<file path="src/rtl/fcs_pkg.sv">
// ============================================================================
// Module      : fcs_pkg
// Description : Shared constants, FSM state type and bit-order helper for the
//               Ethernet FCS appender.
// Revision    : 1.0 - initial release
// ============================================================================
`default_nettype none

package fcs_pkg;

    localparam logic [31:0] CRC_POLY   = 32'h04C11DB7;
    localparam logic [31:0] CRC_INIT   = 32'hFFFFFFFF;
    localparam logic [31:0] CRC_XOROUT = 32'hFFFFFFFF;

    typedef enum logic [1:0] {
        IDLE = 2'd0,
        DATA = 2'd1,
        PAD  = 2'd2,
        FCS  = 2'd3
    } state_t;

    // Mirrors bit order inside each byte; byte positions are untouched.
    function automatic logic [31:0] bitrev_bytes(input logic [31:0] x);
        logic [31:0] r;
        r = '0;
        for (int b = 0; b < 4; b++) begin
            for (int i = 0; i < 8; i++) begin
                r[b*8 + i] = x[b*8 + 7 - i];
            end
        end
        return r;
    endfunction

endpackage

`default_nettype wire

</file>
<file path="src/rtl/crc32_d32.sv">
// ============================================================================
// Module      : crc32_d32
// Description : Combinational CRC-32 update over one 32-bit word, byte [7:0]
//               first, MSB-first register with reflected byte input.
// Revision    : 1.0 - initial release
// ============================================================================
`default_nettype none

module crc32_d32
    import fcs_pkg::*;
(
    input  logic [31:0] crc_in,
    input  logic [31:0] data_in,
    output logic [31:0] crc_out
);

    logic [31:0] w_data_rev;
    logic [31:0] w_crc;

    assign w_data_rev = bitrev_bytes(data_in);

    always_comb begin
        w_crc = crc_in;
        for (int b = 0; b < 4; b++) begin
            w_crc = w_crc ^ {w_data_rev[b*8 +: 8], 24'h000000};
            for (int i = 0; i < 8; i++) begin
                w_crc = w_crc[31] ? ((w_crc << 1) ^ CRC_POLY) : (w_crc << 1);
            end
        end
    end

    assign crc_out = w_crc;

endmodule

`default_nettype wire

</file>
<file path="src/rtl/fcs_append.sv">
// ============================================================================
// Module      : fcs_append
// Description : Streams 32-bit frame words, pads short frames with zero words
//               and appends the CRC-32 FCS word behind a single output stage.
// Revision    : 1.0 - initial release
// ============================================================================
`default_nettype none

module fcs_append
    import fcs_pkg::*;
#(
    parameter int MIN_WORDS = 15
) (
    input  logic        clk,
    input  logic        rst_n,
    input  logic        in_valid,
    output logic        in_ready,
    input  logic [31:0] in_data,
    input  logic        in_sof,
    input  logic        in_eof,
    output logic        out_valid,
    input  logic        out_ready,
    output logic [31:0] out_data,
    output logic        out_sof,
    output logic        out_eof,
    output logic        err
);

    localparam logic [15:0] c_min_words = 16'(MIN_WORDS);

    state_t      r_state;
    state_t      w_state_nxt;
    logic        r_live;
    logic [31:0] r_crc;
    logic [15:0] r_count;
    logic        r_out_valid;
    logic [31:0] r_out_data;
    logic        r_out_sof;
    logic        r_out_eof;
    logic        r_err;

    logic        w_out_free;
    logic        w_in_ready;
    logic        w_accept;
    logic        w_restart;
    logic [31:0] w_crc_seed;
    logic [31:0] w_crc_word;
    logic [31:0] w_crc_next;
    logic [15:0] w_cnt_inc;
    logic        w_short;
    logic [31:0] w_fcs;
    logic        w_emit;
    logic [31:0] w_emit_data;
    logic        w_emit_sof;
    logic        w_emit_eof;
    logic        w_upd;
    logic        w_err;

    crc32_d32 u_crc (
        .crc_in  (w_crc_seed),
        .data_in (w_crc_word),
        .crc_out (w_crc_next)
    );

    assign w_out_free = !r_out_valid || out_ready;
    assign w_in_ready = r_live && (r_state == IDLE || r_state == DATA) && w_out_free;
    assign w_accept   = in_valid && w_in_ready;
    // A sof word always opens a fresh CRC/count, even when it truncates a frame.
    assign w_restart  = (r_state == IDLE) || (r_state == DATA && in_sof);
    assign w_crc_seed = w_restart ? CRC_INIT : r_crc;
    assign w_crc_word = (r_state == PAD) ? 32'h0 : in_data;
    assign w_cnt_inc  = w_restart ? 16'd1 :
                        (r_count == 16'hFFFF) ? r_count : r_count + 16'd1;
    assign w_short    = w_cnt_inc < c_min_words;
    assign w_fcs      = bitrev_bytes({r_crc[7:0], r_crc[15:8], r_crc[23:16], r_crc[31:24]})
                        ^ CRC_XOROUT;

    always_ff @(posedge clk or negedge rst_n) begin
        if (!rst_n) begin
            r_state <= IDLE;
        end else begin
            r_state <= w_state_nxt;
        end
    end

    always_comb begin
        w_state_nxt = r_state;
        case (r_state)
            IDLE: if (w_accept && in_sof) w_state_nxt = !in_eof ? DATA : (w_short ? PAD : FCS);
            DATA: if (w_accept && in_eof) w_state_nxt = w_short ? PAD : FCS;
            PAD:  if (w_out_free && !w_short) w_state_nxt = FCS;
            FCS:  if (w_out_free) w_state_nxt = IDLE;
            default: w_state_nxt = IDLE;
        endcase
    end

    always_comb begin
        w_emit      = 1'b0;
        w_emit_data = in_data;
        w_emit_sof  = 1'b0;
        w_emit_eof  = 1'b0;
        w_upd       = 1'b0;
        w_err       = 1'b0;
        case (r_state)
            IDLE: begin
                if (w_accept) begin
                    if (in_sof) begin
                        w_emit     = 1'b1;
                        w_emit_sof = 1'b1;
                        w_upd      = 1'b1;
                    end else begin
                        w_err = 1'b1;
                    end
                end
            end
            DATA: begin
                if (w_accept) begin
                    w_emit     = 1'b1;
                    w_upd      = 1'b1;
                    w_emit_eof = in_sof;
                    w_err      = in_sof;
                end
            end
            PAD: begin
                if (w_out_free) begin
                    w_emit      = 1'b1;
                    w_emit_data = 32'h0;
                    w_upd       = 1'b1;
                end
            end
            FCS: begin
                if (w_out_free) begin
                    w_emit      = 1'b1;
                    w_emit_data = w_fcs;
                    w_emit_eof  = 1'b1;
                end
            end
            default: ;
        endcase
    end

    always_ff @(posedge clk or negedge rst_n) begin
        if (!rst_n) begin
            r_live      <= 1'b0;
            r_crc       <= CRC_INIT;
            r_count     <= 16'd0;
            r_out_valid <= 1'b0;
            r_out_data  <= 32'h0;
            r_out_sof   <= 1'b0;
            r_out_eof   <= 1'b0;
            r_err       <= 1'b0;
        end else begin
            r_live <= 1'b1;
            r_err  <= w_err;
            if (w_upd) begin
                r_crc   <= w_crc_next;
                r_count <= w_cnt_inc;
            end
            if (w_emit) begin
                r_out_valid <= 1'b1;
                r_out_data  <= w_emit_data;
                r_out_sof   <= w_emit_sof;
                r_out_eof   <= w_emit_eof;
            end else if (out_ready) begin
                r_out_valid <= 1'b0;
            end
        end
    end

    assign in_ready  = w_in_ready;
    assign out_valid = r_out_valid;
    assign out_data  = r_out_data;
    assign out_sof   = r_out_sof;
    assign out_eof   = r_out_eof;
    assign err       = r_err;

endmodule

`default_nettype wire

</file>
<file path="config.mk">
export PLATFORM = sky130hd
export DESIGN_NAME = fcs_append
export DESIGN_NICKNAME = d
export VERILOG_FILES = /design/src/rtl/fcs_pkg.sv /design/src/rtl/crc32_d32.sv /design/src/rtl/fcs_append.sv
export SDC_FILE = /design/constraint.sdc
export NUM_CORES = 1
export LEC_CHECK = 0
export CORE_MARGIN = 2
export CORE_UTILIZATION = 45
export CTS_CLUSTER_SIZE = 40
export DETAILED_ROUTE_END_ITERATION = 10
export PLACE_DENSITY = 0.65
export SLEW_MARGIN = 20
export SYNTH_ARGS = -nofsm -noshare
export SYNTH_HDL_FRONTEND = slang
export SYNTH_SLANG_ARGS = --single-unit
</file>
<file path="constraint.sdc">
create_clock -name clk -period 4.8 [get_ports clk]
set_input_delay 0.96 -clock clk [delete_from_list [all_inputs] [get_ports clk]]
set_output_delay 0.96 -clock clk [all_outputs]
set_load 0.05 [all_outputs]
</file>
-- After elaboration in Yosys (flattened, before gate mapping)
Index checks and enable logic that the tools add are counted.
- muxes and demuxes: 60
- order comparisons: 1
- bitwise logic cells: 37
- add/subtract/negate cells: 1
- equal/unequal tests: 8
- reductions and logical operators: 16
- operators by type and width (operator ; count):
    $mux W27 ; 32
    $not A14 Y14 ; 32
    $mux W32 ; 4
    $xor A32 B32 Y32 ; 4
    $pmux W32 S2 ; 1
    $mux W16 ; 2
    $not A32 Y32 ; 1
    $add A16 B1 Y16 const B ; 1
    $eq A16 B16 Y1 const B ; 1
    $lt A16 B4 Y1 const B ; 1
    $mux W1 ; 11
    $mux W2 ; 5
    $pmux W2 S4 ; 1
    $logic_and A1 B1 Y1 ; 7
    $ne A2 B1 Y1 const B ; 3
    $pmux W1 S3 ; 2
    $eq A2 B2 Y1 const B ; 2
    $pmux W1 S2 ; 2
    $reduce_and A4 Y1 ; 1
    $logic_or A1 B1 Y1 ; 3
    $eq A2 B1 Y1 const B ; 1
    $logic_not A1 Y1 ; 2
    $logic_not A2 Y1 ; 1
    $ne A2 B2 Y1 const B ; 1
    other kinds (2) ; 2
- output and inout bits: 37
- bits in registers: 87
- input bits: 38

-- Longest topological paths before layout
Gate-level depths: netlist of the first run.
- depth after elaboration: 72
- depth in mapped cells: 16
- mapped depth without buffers: 12

-- Modules after synthesis
From an unflattened synthesis of the first run, not the netlist that was laid out.
- cells, all modules: 820
- area total of the unflattened synthesis: 7963.9 um^2
- by module, submodules not included (module ; cells each ; sequential area each (um^2) ; instances ; area an instance (um^2)):
    fcs_append ; 580 ; 2217.1 ; 1 ; 4704.5
    crc32_d32 ; 240 ; 0.0 ; 1 ; 3259.4

-- Worst setup path after synthesis of the first run
OpenSTA, ideal clock, no wires.
- kind: input-to-reg
- from: in in_data[1]
- to: reg r_crc[13]
- arrival: 4.404 ns
- path slack: 0.324 ns
- stages on the path: 10
- data required time: 4.728 ns
- setup time: 0.072 ns
- path through: nor2b_1 xnor2_4 xnor3_2 xnor2_4 xnor3_2 xnor3_2 xnor2_4 xor2_1 xnor3_1 o21ai_1
- longest elaborated chain between the ends: 42
- ends and longest elaborated chain (what ; line ; RTL):
    from (decl) ; fcs_append.sv:18 ; input logic [31:0] in_data,
    $mux W32 (*) ; fcs_append.sv:71 ; assign w_crc_word = (r_state == PAD) ? 32'h0 : in_data;
    $xor A32 B32 Y32 (*) ; crc32_d32.sv:25 ; w_crc = w_crc ^ {w_data_rev[b*8 +: 8], 24'h000000};
    $mux W27 (*) ; crc32_d32.sv:27 ; w_crc = w_crc[31] ? ((w_crc << 1) ^ CRC_POLY) : (w_crc << 1);
    $not A14 Y14 (no source line) or $mux W27 (tied branches) ; -- ;
    $mux W27 or $not A14 Y14 (tied branches) (3 in series) ; -- ;
    $mux W27 ; crc32_d32.sv:27 ;
    $not A14 Y14 (no source line) or $mux W27 (tied branches) ; -- ;
    $mux W27 or $not A14 Y14 (tied branches) (2 in series) ; -- ;
    [... 22 more ...] ; -- ;
    $mux W27 or $not A14 Y14 (tied branches) ; -- ;
    $mux W27 ; crc32_d32.sv:27 ;
    $not A14 Y14 (no source line) or $xor A32 B32 Y32 (tied branches) ; -- ;
    $mux W27 ; crc32_d32.sv:27 ;
    $not A14 Y14 (no source line) or $xor A32 B32 Y32 (tied branches) ; -- ;
    $mux W27 ; crc32_d32.sv:27 ;
    $not A14 Y14 (no source line) ; -- ;
    $mux W27 (*) (2 in series) ; crc32_d32.sv:27 ;
    to (signal assigned) ; fcs_append.sv:156 ; r_crc <= w_crc_next;
    to (decl) ; fcs_append.sv:34 ; logic [31:0] r_crc;
Every way passes the cells marked *; elsewhere a longest branch is shown, timed or not.
A chain may end at the register's enable or synchronous reset.

-- Final worst setup path of the first run
- from: in in_sof
- to: reg r_crc[8]
- longest elaborated chain between the ends: 47
- ends and longest elaborated chain (what ; line ; RTL):
    from (decl) ; fcs_append.sv:19 ; input logic in_sof,
    $logic_and A1 B1 Y1 ; fcs_append.sv:69 ; assign w_restart = (r_state == IDLE) || (r_state == DATA && in_sof);
    $logic_or A1 B1 Y1 ; fcs_append.sv:69 ;
    $mux W32 ; fcs_append.sv:70 ; assign w_crc_seed = w_restart ? CRC_INIT : r_crc;
    $xor A32 B32 Y32 ; crc32_d32.sv:25 ;
    $mux W27 or $not A14 Y14 (tied branches) ; -- ;
    $not A14 Y14 (no source line) or $mux W27 (tied branches) ; -- ;
    $mux W27 or $not A14 Y14 (tied branches) ; -- ;
    $not A14 Y14 (no source line) or $mux W27 (tied branches) ; -- ;
    [... 31 more ...] ; -- ;
    $mux W27 or $not A14 Y14 (tied branches) ; -- ;
    $not A14 Y14 (no source line), or another cell as far along ; -- ;
    $mux W27 or $xor A32 B32 Y32 (tied branches) ; crc32_d32.sv:27, crc32_d32.sv:25 ;
    $mux W27, or another cell as far along ; crc32_d32.sv:27 ;
    $not A14 Y14 (no source line) or $mux W27 (tied branches) ; -- ;
    $mux W27 or $not A14 Y14 (tied branches) ; -- ;
    $not A14 Y14 (no source line) or $mux W27 (tied branches) ; -- ;
    $mux W27 ; crc32_d32.sv:27 ;
Several ways; a longest one is shown, not always the timed one.

==> flow_summary.rst, run 1 <==
.. list-table::
   :header-rows: 1

   * - Metric
     - Value
   * - Synth cell types
     - 50
   * - Core occupancy in the finished layout
     - 57.7%
   * - Worst-case clock buffer depth
     - 2
   * - Routed via count divided by cell count
     - between 5 and 6
   * - Setup TNS
     - 0 ps
   * - Final clock skew
     - 7.50 ps
   * - Terminus of the critical flop-to-flop path
     - r_crc[27]
   * - Fraction of synthesized area in multiplexers
     - less than 1%
   * - Count of antenna diodes in the layout
     - 0
   * - H-Tree Level Count
     - 3
   * - Share of the cycle needed by the critical path after routing
     - a little over nine tenths
   * - Antenna Violating Nets Remaining
     - 0
   * - Avg Inst Size Synth
     - between 9 and 10 sq um
   * - Number of synthesized flops with an enable pin
     - 0
   * - Total DRC errors in the routed layout
     - 0
   * - Leading cell type by number of instances after synthesis
     - sky130_fd_sc_hd__xnor2_1
   * - CTS root buffer
     - sky130_fd_sc_hd__clkbuf_16
   * - Xor/xnor cell area share of the yosys netlist
     - roughly two fifths
   * - Synth Register Bits
     - 87
   * - Die height
     - around 140 um
   * - Cells on worst reg2reg path
     - 14
   * - Relative max-transition margin
     - a little over half
   * - Total number of vias
     - about 6200
   * - Later-pin clock latency in the skew report
     - approximately 360 ps
   * - Clock tree sinks
     - 87
   * - CTS Buf Count
     - 9
   * - Number of DRC markers in iteration 0
     - 332
   * - Synthesized-area fraction occupied by ao, oa, aoi and oai cells
     - 13.4%
   * - Die span in x
     - between 100 and 150 um
   * - Number of stages on the worst hold path
     - 2
   * - Run status
     - complete, no violations
   * - Net count after synthesis
     - ~860
   * - Predominant post-synthesis flop cell
     - sky130_fd_sc_hd__dfrtp_1
   * - Final Net Count
     - a little over 1000
   * - Number of primary I/O pins
     - 75
   * - Part of the Yosys area used for sequential elements
     - 28.0%
   * - Beginning of the worst register-to-register path
     - r_state[1]
   * - Post-Synth Simple-Gate Area
     - 12.7%
   * - Largest fanout on the critical path
     - 14
   * - TritonCTS clock tree
     - built
   * - Gr ovfl total
     - 0
   * - HPWL after detailed placement
     - between 15 and 20 mm
   * - Clock Pin Slew Worst Setup and Hold Paths
     - roughly 70 ps
   * - Number of global-route vias before repair
     - 6337
   * - Wire length of the first global-routing pass
     - approximately 36 mm
   * - CP arrival
     - approximately 4900 ps
   * - Die Footprint
     - ~0.019 sq mm
   * - DR pass1 iterations
     - 4
   * - Hold Path End
     - r_crc[5]
   * - Achievable Freq
     - ~0.22 GHz
   * - Tightest Pin Transition
     - slightly above 700 ps
   * - Number of antenna violations at the first check in global routing
     - 0
   * - Number of instances in the synthesized netlist
     - roughly 820
   * - Top cell type by total area after synthesis
     - sky130_fd_sc_hd__xnor2_1
   * - Commonest cells post-synth
     - sky130_fd_sc_hd__xnor2_1 (162), sky130_fd_sc_hd__nand2_1 (99), sky130_fd_sc_hd__dfrtp_1 (55)
   * - Flop2flop setup slack
     - 330 ps
   * - Final number of setup-violating endpoints
     - 0
   * - Proportion of register bits with asynchronous set or reset after synthesis
     - 100%
   * - # rows
     - 48
   * - Endpoints failing hold
     - 0
   * - Final Wtd Congestion
     - around 0.94
   * - Area share of fa/ha/maj cells after synthesis
     - less than 1%
   * - Worst setup SP type
     - input port
   * - Netlist area before placement
     - just under 0.008 sq mm
   * - Filler Cell Count
     - about 1500
   * - Wirelength, routed
     - 22.6 mm
   * - Initial Util
     - between 40% and 50%
   * - Type of the most critical hold path
     - reg2reg
   * - Worst min-delay path startpoint
     - r_crc[5]
   * - Final min period
     - around 4600 ps
   * - Share of cells above drive strength 1
     - approximately 22%
   * - Core area
     - 0.0172 sq mm
   * - Post-CTS repair timing setup buffer count
     - 0
   * - Pin count of the biggest net entering global routing
     - 62
   * - Drt wl/cell
     - approximately 19 um
   * - Combinational family with the most area after synthesis
     - XOR/XNOR gates
   * - Reported max-cap violation count
     - 0
   * - Overall fraction of global-route tracks in use
     - 25.8%
   * - Max-slew violation count
     - 0
   * - Classification of the worst setup path
     - in2reg
   * - Portion of synthesized cell area occupied by the leading cell type
     - approximately 18%
   * - Data required time at the worst endpoint
     - roughly 5100 ps
   * - CP endpoint kind
     - flop
   * - Setup repair after global routing missed its margin
     - false
   * - Ranking of synthesized cells by area
     - sky130_fd_sc_hd__xnor2_1 (18%), sky130_fd_sc_hd__dfrtp_1 (17%), sky130_fd_sc_hd__dfstp_2 (11%), sky130_fd_sc_hd__xnor3_1 (8.0%), sky130_fd_sc_hd__nand2_1 (4.7%)
   * - Area grow syn2layout
     - 25.7%
   * - YS warnings
     - 0
   * - Quantity of I/O buffers inserted on ports
     - 74
-- metrics by stage --
stage                     cells  hold slack (ps)  cell area, sq um  worst slack [ps]
after floorplan             816              447              7910               324
after global placement     1184              461              9640              -180
after detailed placement   1184              466              9640              -153
after CTS                  1200              476              9940               188
after global routing       1200              497              9950              72.0
final                      1200              475              9950               204
-- how the worst max path moves through the flow --
| stage | start | end | slack [ps] | cells past startpoint |
|---|---|---|---|---|
| 2_1_floorplan | in_data[1] | r_crc[13] | 320 | 10 |
| 3_3_place_gp | in_sof | r_crc[13] | -180 | 14 |
| 3_5_place_dp | in_sof | r_crc[13] | -150 | 14 |
| 4_1_cts | in_sof | r_crc[13] | 190 | 14 |
| 5_1_grt | in_sof | r_crc[26] | 70 | 15 |
| 6_report | in_sof | r_crc[8] | 200 | 14 |
-- final cells by class --
type	count	area, sq um	area share (%)
inverters	4	15.0	0.151
well taps	225	282	2.83
flip-flops and latches	87	2220	22.3
repair buffers	188	1620	16.3
clock buffers	10	239	2.40
clock inverters	6	56.3	0.566
multi-input cells	680	5520	55.5
-- critical path: stages --
cell                              delay (ps)
sky130_fd_sc_hd__clkdlybuf4s50_1         490
sky130_fd_sc_hd__buf_4                   230
sky130_fd_sc_hd__a211oi_2                 90
sky130_fd_sc_hd__buf_4                   180
sky130_fd_sc_hd__xnor2_4                 310
sky130_fd_sc_hd__xor2_1                  290
sky130_fd_sc_hd__xnor3_1                 410
sky130_fd_sc_hd__xor3_2                  490
sky130_fd_sc_hd__xor2_4                  220
sky130_fd_sc_hd__buf_12                  150
sky130_fd_sc_hd__xnor3_1                 450
sky130_fd_sc_hd__xnor2_1                 340
sky130_fd_sc_hd__xor2_1                  190
sky130_fd_sc_hd__o21ai_1                  70
-- per-layer routing --
metal	routed length (um)	global-route usage, %	vias to the layer above
met5	0	0	-
met4	740	10.1	0
met3	1020	3.93	34
met2	10200	40.4	155
met1	10600	35.7	3002
li1	-	-	3036
-- cell usage in the layout, fill, tap and decap left out, drive strengths merged, types with 10 or more instances in the layout --
cell type and count:
a211oi 27, a21oi 50, buf 115, clkbuf 10
clkdlybuf4s50 73, dfrtp 55, dfstp 32, nand2 99
nand3 11, nor2 54, nor2b 28, o21ai 79
xnor2 184, xnor3 33, xor2 45
-- cell families (layout without fill, tap and decap cells) --
| group | count (synthesis) | after routing |
|---|---|---|
| XOR/XNOR | 271 | 271 |
| AND/OR/NAND/NOR | 223 | 223 |
| AO/OA/AOI/OAI | 175 | 175 |
| flip-flops | 87 | 87 |
| buffers and inverters | 49 | 208 |
| adder cells (fa/ha/maj) | 5 | 5 |
| multiplexers | 5 | 5 |
| other | 1 | 1 |
-- repair_timing --
| action | in CTS | in global routing |
|---|---|---|
| hold buffers | 0 | 0 |
| endpoints found under the setup margin | 0 | 1 |
| resized for setup | 0 | 1 |
-- registers in the layout, indices dropped and copies added, names as in the netlist --
name,cells
out_data,32
r_count,16
err,1
r_crc,32
r_state,2
out_valid,1
out_eof,1
out_sof,1
r_live,1
Power of run 1 is left out: the tool's default activity adds up to more than one toggle a clock period on the data nets, which glitch-free logic cannot reach.
==> run 2: changes to the inputs <==
--- a/config.mk
+++ b/config.mk
@@ -9,7 +9,8 @@
 export CORE_UTILIZATION = 45
 export CTS_CLUSTER_SIZE = 40
 export DETAILED_ROUTE_END_ITERATION = 10
-export PLACE_DENSITY = 0.65
+export GPL_TIMING_DRIVEN = 1
+export PLACE_DENSITY = 0.63
 export SLEW_MARGIN = 20
 export SYNTH_ARGS = -nofsm -noshare
 export SYNTH_HDL_FRONTEND = slang
==> flow_summary.rst, run 2 (same netlist as run 1, synthesis figures left out) <==
.. list-table::
   :header-rows: 1

   * - Metric
     - Value
   * - Routed via count divided by cell count
     - 5.19
   * - DR pass1 iterations
     - 5
   * - Final min period
     - 4650 ps
   * - GR met2 Demand/Resource
     - between 40% and 50%
   * - Clock Pin Slew Worst Setup and Hold Paths
     - 70 ps
   * - Final number of setup-violating endpoints
     - 0
   * - Setup repair after global routing missed its margin
     - true
   * - Overall fraction of global-route tracks in use
     - 25.5%
   * - CP arrival
     - just under 5000 ps
   * - Final Net Count
     - 1028
   * - Classification of the worst setup path
     - in2reg
   * - CP endpoint kind
     - flop
   * - Achievable Freq
     - around 0.22 GHz
   * - Number of global-route vias before repair
     - around 6400
   * - Final clock skew
     - 12.9 ps
   * - Endpoints failing hold
     - 0
   * - Number of DRC markers in iteration 0
     - 406
   * - Die height
     - 137 um
   * - Data required time at the worst endpoint
     - a little over 5000 ps
   * - Gr ovfl total
     - 0
   * - Count of antenna diodes in the layout
     - 0
   * - Drt wl/cell
     - roughly 19 um
   * - Largest fanout on the critical path
     - 14
   * - TritonCTS clock tree
     - built
   * - Worst-case clock buffer depth
     - 2
   * - Number of antenna violations at the first check in global routing
     - 0
   * - Antenna Violating Nets Remaining
     - 0
   * - Die Footprint
     - between 0.015 and 0.02 sq mm
   * - Relative max-transition margin
     - 46.9%
   * - # rows
     - 48
   * - CTS root buffer
     - sky130_fd_sc_hd__clkbuf_16
   * - Wire length of the first global-routing pass
     - approximately 36 mm
   * - Max-slew violation count
     - 0
   * - Total DRC errors in the routed layout
     - 0
   * - Top library cells by usage in the layout, fill and taps aside
     - sky130_fd_sc_hd__xnor2_1 (159), sky130_fd_sc_hd__buf_4 (127), sky130_fd_sc_hd__nand2_1 (97)
   * - Number of primary I/O pins
     - 75
   * - Later-pin clock latency in the skew report
     - 360 ps
   * - Met1 Resource Use GR
     - between 30% and 40%
   * - Commonest non-fill, non-tap cell in the layout
     - sky130_fd_sc_hd__xnor2_1
   * - Run status
     - complete, no violations
   * - Final Wtd Congestion
     - roughly 0.95
   * - Pin count of the biggest net entering global routing
     - between 80 and 90
   * - GR peak layer
     - met2
   * - Tightest Pin Transition
     - around 800 ps
   * - Setup TNS
     - 0 ps
   * - Wirelength, routed
     - between 20 and 25 mm
   * - Core area
     - approximately 0.017 sq mm
   * - HPWL after detailed placement
     - 17.8 mm
   * - Initial Util
     - 45.9%
   * - # placed instances
     - 1198
   * - H-Tree Level Count
     - 3
   * - Die span in x
     - ~140 um
   * - Hold slack
     - about 480 ps
   * - Share of the cycle needed by the critical path after routing
     - a little over nine tenths
   * - Clock tree sinks
     - 87
   * - Share of cells above drive strength 1
     - between 20% and 30%
   * - Final non-filler cell total
     - about 1200
   * - Area grow syn2layout
     - 27.7%
   * - CTS Buf Count
     - 9
   * - Total number of vias
     - roughly 6300
   * - Quantity of I/O buffers inserted on ports
     - 74
   * - Reported max-cap violation count
     - 0
   * - Met3 track demand over resource in global routing
     - approximately 4.0%
   * - Type of the most critical hold path
     - reg2reg
   * - Worst setup SP type
     - input port
   * - Filler Cell Count
     - between 1000 and 1500
==> run 2: changes by cell type in the layout (fill, tap and decap cells not counted), sizes merged <==
cell | previous run | this run
clkbuf | 10 | 9
clkinv | 0 | 3
buf | 115 | 130
inv | 9 | 7
==> run 2: through the flow <==
step,area (sq um),util (%),worst slack [ps]
floorplan,7910,-,324
global placement,9750,56.5,-330
detailed placement,9750,56.5,-312
CTS,10000,58.2,18.8
global route,10100,58.6,-42.0
finish,10100,58.6,151
==> run 2: worst paths after layout <==
path / start / end / slack, ps / depth (start not counted)
setup reg to reg: r_state[1] / r_crc[13] / 270 / 14
hold reg to reg: r_crc[3] / r_crc[3] / 480 / 2
hold / removal: r_crc[3] / r_crc[3] / 480 / 2
max in group asynchronous: rst_n / r_count[11] / 3590 / 1
min in group asynchronous: rst_n / out_valid / 660 / 1
setup / recovery: in_sof / r_crc[13] / 150 / 13
==> run 2: cell type report <==
class / instances / area, sq um / area share, %
inverters: 4 / 15.0 / 0.149
multi-input cells: 680 / 5560 / 55.0
flip-flops and latches: 87 / 2220 / 21.9
well taps: 225 / 282 / 2.79
clock inverters: 7 / 66.3 / 0.657
clock buffers: 9 / 225 / 2.23
repair buffers: 203 / 1740 / 17.2
==> run 2: what timing repair did <==
| item | 4_1_cts | 5_1_grt |
|---|---|---|
| endpoints found under the setup margin | 0 | 19 |
| setup buffers | 0 | 1 |
| hold buffers | 0 | 0 |
| resized for setup | 0 | 7 |
==> run 2: worst max-delay path, stage by stage <==
cell,delay (ps)
sky130_fd_sc_hd__clkdlybuf4s50_1,640
sky130_fd_sc_hd__buf_12,190
sky130_fd_sc_hd__a211oi_2,70
sky130_fd_sc_hd__xnor2_1,400
sky130_fd_sc_hd__xnor2_1,240
sky130_fd_sc_hd__xnor3_1,470
sky130_fd_sc_hd__xor3_2,430
sky130_fd_sc_hd__buf_4,160
sky130_fd_sc_hd__xnor2_2,370
sky130_fd_sc_hd__xnor2_1,130
sky130_fd_sc_hd__xnor2_1,350
sky130_fd_sc_hd__xnor3_1,380
sky130_fd_sc_hd__o21ai_1,130
==> run 2: routing by layer <==
metal	wire length, um	share of wire (%)
met5	0	0
met4	537	2.4
met3	1140	5.0
met2	10700	47
met1	10300	45
Power of run 2 is left out for the same reason.
==> run 3: changes to the inputs <==
--- a/config.mk
+++ b/config.mk
@@ -5,6 +5,7 @@
 export SDC_FILE = /design/constraint.sdc
 export NUM_CORES = 1
 export LEC_CHECK = 0
+export ABC_CLOCK_PERIOD_IN_PS = 4800
 export CORE_MARGIN = 2
 export CORE_UTILIZATION = 45
 export CTS_CLUSTER_SIZE = 40
==> results of run 3 <==
The final DEF is identical to that of run 2; final timing and power are the same.
Power of run 3 is left out for the same reason.
